--- src/rtl/bt_tx.sv ---
// bt_tx: 8N1 UART transmitter with a small byte FIFO for back-to-back frames
module bt_tx #(
  parameter int BPS   = 10417,
  parameter int DEPTH = 4,
  parameter int AW    = 2
) (
  input  logic          clk,
  input  logic          rst,
  input  logic          wr_en,
  input  logic [7:0]    wr_data,
  output logic          full,
  output logic          empty,
  output logic          busy,
  output logic [AW:0]   level,
  output logic          tx
);
  typedef enum logic [1:0] {IDLE, START, DATA, STOP} state_t;
  state_t        st;
  logic [7:0]    mem [DEPTH];
  logic [AW-1:0] rd, wr;
  logic [14:0]   cnt;
  logic [2:0]    idx;
  logic [7:0]    sh;
  logic          bit_end, pop, push;
  logic [AW:0]   lvl_nxt;
  assign bit_end = cnt == 15'(BPS - 1);
  // pop is decided first so a full FIFO can still take a push on a pop edge
  assign pop     = !empty && (st == IDLE || (st == STOP && bit_end));
  assign push    = wr_en && (!full || pop);
  assign lvl_nxt = level + (AW+1)'(push) - (AW+1)'(pop);
  assign busy    = st != IDLE;
  always_ff @(posedge clk)
    if (push) mem[wr] <= wr_data;
  always_ff @(posedge clk) begin
    if (rst) begin
      st    <= IDLE;
      rd    <= '0;
      wr    <= '0;
      level <= '0;
      full  <= 1'b0;
      empty <= 1'b1;
      cnt   <= '0;
      idx   <= '0;
      sh    <= '0;
      tx    <= 1'b1;
    end else begin
      if (push) wr <= wr + 1'b1;
      if (pop) begin
        rd <= rd + 1'b1;
        sh <= mem[rd];
      end
      level <= lvl_nxt;
      full  <= lvl_nxt == (AW+1)'(DEPTH);
      empty <= lvl_nxt == '0;
      cnt   <= (st == IDLE || bit_end) ? 15'd0 : cnt + 15'd1;
      case (st)
        IDLE:  if (pop) begin
                 st <= START;
                 tx <= 1'b0;
               end
        START: if (bit_end) begin
                 st  <= DATA;
                 idx <= 3'd0;
                 tx  <= sh[0];
               end
        DATA:  if (bit_end) begin
                 idx <= idx + 3'd1;
                 tx  <= (idx == 3'd7) ? 1'b1 : sh[idx + 3'd1];
                 if (idx == 3'd7) st <= STOP;
               end
        STOP:  if (bit_end) begin
                 st <= pop ? START : IDLE;
                 tx <= !pop;
               end
      endcase
    end
  end
endmodule

--- config.mk ---
export PLATFORM = sky130hd
export DESIGN_NAME = bt_tx
export DESIGN_NICKNAME = d
export VERILOG_FILES = /design/src/rtl/bt_tx.sv
export SDC_FILE = /design/constraint.sdc
export NUM_CORES = 1
export LEC_CHECK = 0
export CELL_PAD_IN_SITES_DETAIL_PLACEMENT = 1
export CELL_PAD_IN_SITES_GLOBAL_PLACEMENT = 1
export CORE_MARGIN = 1.5
export CORE_UTILIZATION = 44
export CTS_CLUSTER_SIZE = 25
export DETAILED_ROUTE_END_ITERATION = 10
export GPL_TIMING_DRIVEN = 1
export PLACE_DENSITY = 0.73
export SKIP_LAST_GASP = 1
export SYNTH_ARGS = -nofsm -noshare
export SYNTH_HDL_FRONTEND = slang
export SYNTH_SLANG_ARGS = --single-unit
--- constraint.sdc ---
create_clock -name clk -period 2.74 [get_ports clk]
set_input_delay 0.548 -clock clk [delete_from_list [all_inputs] [get_ports clk]]
set_output_delay 0.548 -clock clk [all_outputs]
set_load 0.05 [all_outputs]
==> impl_metrics.py <==
metrics = {
    "clock_network": {
        "cts_root_buffer": "clkbuf_8",
        "htreeDepth": 3,
        "clock_latency_ps": 350,
        "cts_max_path_buffers": 2,
        "path_clk_slew_ps": 80,
        "cts-buffers-inserted": 9,
        "clock-sinks": 70,
        "cts_tree": "yes",
    },
    "logic_synthesis": {
        "synthArstFlopShare_pct": 0,
        "syn_area_per_cell_um2": 12.6,
        "ys_ff_latch": 70,
        "seq_area_frac_synth_pct": 54.2,
        "synth_cell_type_count": 43,
        "syn-cell-area_mm2": 0.00318,
        "synth_fp_nets": 280,
        "synth_flop_cell": "dfxtp_1",
        "synth_edf_count": 32,
        "syn_inst": 253,
        "yosysWarnings": 0,
    },
    "critical_path": {
        "rrSetupSlack_ps": 130,
        "cp_common_cell": "ha_4",
        "reg2reg_to": "full",
        "slowest_stage": "fa_2",
        "cp-startpoint": "cnt[3]",
        "endpoint_kind": "flip-flop",
        "crit_chain": "nor4b_4, buf_4, nand4_1, a31o_2, ha_4, inv_2, ha_4, fa_2, xnor2_2, xnor2_1, nand2_1, nor3_1",
        "crit_family": "adder cells",
        "required_ps": 3020,
        "start_kind": "flip-flop",
        "cp.arrival_ps": 2890,
        "cpPeakStageDelay_ps": 370,
        "r2r.worst_path.cells": 12,
        "r2r-start": "cnt[3]",
        "worstSetupPathType": "reg2reg",
        "cp_num_buf_inv": 2,
        "cp_max_fo": 2,
    },
    "routing": {
        "drc_errors": 0,
        "num_vias": 1978,
        "viasPerCell": 5.03,
        "routed_wl_um": 6260,
        "drtPass1Iterations": 3,
        "drt_iter0_drc": 79,
        "ant_nets": 0,
        "wl_per_cell_um": 15.9,
    },
    "global_route": {
        "met1_usage_pct": 21.8,
        "met2_usage_pct": 31.7,
        "grt_overflow": 0,
        "grt.busiest_layer": "met2",
        "first_global_vias": 2116,
        "grt_util_met3_pct": 6.79,
        "grt_pass1_wl_um": 10600,
        "grt_start_max_net_pins": 22,
        "grt_usage_pct": 18.7,
        "antenna_found_initial": 0,
    },
    "die": {
        "coreArea_mm2": 0.00687,
        "initial_core_util_pct": 46.2,
        "fp.dieH_um": 88.0,
        "io_pins": 18,
        "row_count": 30,
        "dieWidth_um": 88.0,
        "dieArea_mm2": 0.00774,
    },
    "timing": {
        "setup_viol": 0,
        "max_slew_margin_pct": 59.9,
        "rsz0062_at_grt": "yes",
        "setup_ws_ps": 134,
        "period_share_pct": 95.1,
        "min_period_ps": 2610,
        "fmaxAchievable_mhz": 384,
        "fin_tns_setup_ps": 0,
        "drv_slew": 0,
        "worst_slew_pin_slew_ps": 598,
        "fin_worst_skew_ps": 9.08,
        "hold_violations": 0,
    },
    "cells_and_area": {
        "mostFrequentLayoutCell": "dfxtp_1",
        "stdcell_count": 393,
        "final_util_pct": 56.1,
        "nets": 319,
        "num-fill-cells": 709,
        "layout-drive-gt1-share_pct": 27.3,
        "layout_common_cells": "dfxtp_1, edfxtp_1, buf_4",
        "area_growth_pct": 21.3,
        "num_antenna_cells": 0,
    },
    "worst_hold_path": {
        "hold_depth": 2,
        "hold_end": "sh[7]",
        "hp-class": "reg2reg",
        "hp-start": "sh[7]",
    },
    "pwr": {
        "powerDensity_mw_per_mm2": 966,
        "irDropWorstVdd_mv": 0.482,
        "p_leak_nw": 1.39,
        "p_total_mw": 3.72,
    },
    "placed_design": {
        "port_buffers": 17,
        "detailedPlace.worstSlack_ps": -38.9,
        "place.gp.congestion": 0.676,
        "place_hpwl_um": 4360,
        "placedCellCount": 373,
    },
    "flow_run": {
        "maxCapViolCount": 0,
    },
    "run_status": {
        "run_status": "finished clean",
    },
}
Yosys cell counts (2+ instances only):
| cell type | n | share of area [%] |
|---|---|---|
| dfxtp_1 | 38 | 24 |
| buf_6 | 4 | 1.4 |
| and4_1 | 2 | 0.55 |
| o31ai_1 | 2 | 0.47 |
| a21oi_1 | 11 | 1.7 |
| nor3_1 | 3 | 0.47 |
| clkbuf_1 | 4 | 0.47 |
| nor2_4 | 8 | 2.8 |
| nand3_1 | 5 | 0.79 |
| edfxtp_1 | 32 | 30 |
| xor2_1 | 11 | 3.0 |
| a32oi_1 | 2 | 0.55 |
| and3_1 | 4 | 0.79 |
| ha_1 | 15 | 5.9 |
| mux2i_1 | 2 | 0.63 |
| o21ai_0 | 12 | 1.9 |
| mux4_2 | 10 | 7.1 |
| inv_1 | 20 | 2.4 |
| nor2b_1 | 2 | 0.39 |
| xnor2_1 | 7 | 1.9 |
| nor4b_2 | 2 | 0.95 |
| nor2_2 | 4 | 0.79 |
| nand2_1 | 16 | 1.9 |
| nand4_1 | 3 | 0.59 |
| nor2_1 | 16 | 1.9 |
worst register-to-register path: cells and delay by family (launching register included):
kind	cells	cell delay [ps]
buffers and inverters	2	180
flip-flops	1	350
XOR/XNOR	2	360
AO/OA/AOI/OAI	1	250
AND/OR/NAND/NOR	4	620
adder cells (fa/ha/maj)	3	780
power by group:
part	total (mW)	switching (mW)	internal, mW
registers	1.43	0.140	1.28
clock network	0.926	0.408	0.519
logic	1.37	0.751	0.618
total	3.72	1.30	2.42
sequential cells by signal, indices dropped and copies added (netlist names):
signal  cells
rd          2
level       3
mem        32
tx          1
cnt        15
st          2
idx         3
empty       1
wr          2
sh          8
full        1
worst max-delay path by stage:
stage | depth (start not counted) | slack, ps | endpoint
5_1_grt | 12 | -50 | full
2_1_floorplan | 13 | 2 | full
6_report | 12 | 130 | full
3_3_place_gp | 11 | 10 | full
4_1_cts | 5 | 10 | busy
3_5_place_dp | 11 | -40 | full
repair_timing:
| action | CTS | global route |
|---|---|---|
| cloned | 0 | 0 |
| pin swaps | 1 | 10 |
| hold buffers | 0 | 0 |
| setup endpoints to repair | 1 | 4 |
| setup buffers | 2 | 2 |
| resized for setup | 1 | 17 |
cells by family after synthesis:
kind of cell	after synthesis	share of synthesized area, %
buffers and inverters	31	5.16
and+or+nand+nor	72	14.3
xor gates and xnor gates	18	4.96
AOI/OAI and AO/OA	33	6.74
muxes	13	8.07
DFF	70	54.2
adders and majority gates	16	6.54
metal layers:
metal	part of all wire, %	wire length, µm
met5	0	0
met1	43	2670
met2	53	3310
met4	1.1	71
met3	3.2	199
metrics by stage:
stage	hold WS, ps	instance area (µm²)
2_1_floorplan	439	3200
3_3_place_gp	465	3530
3_5_place_dp	467	3530
4_1_cts	478	3780
5_1_grt	500	3850
6_report	477	3850
final cells by class:
cell class                      count  area [µm²]  area share, %
Multi-Input combinational cell    152        1370           35.5
Clock inverter                      6        93.8           2.44
Clock buffer                       10         128           3.31
Timing Repair Buffer               39         338           8.77
Inverter                           20        75.1           1.95
Tap cell                           96         120           3.12
Sequential cell                    70        1730           44.9
Note: power is estimated with default switching activity, not from simulation.
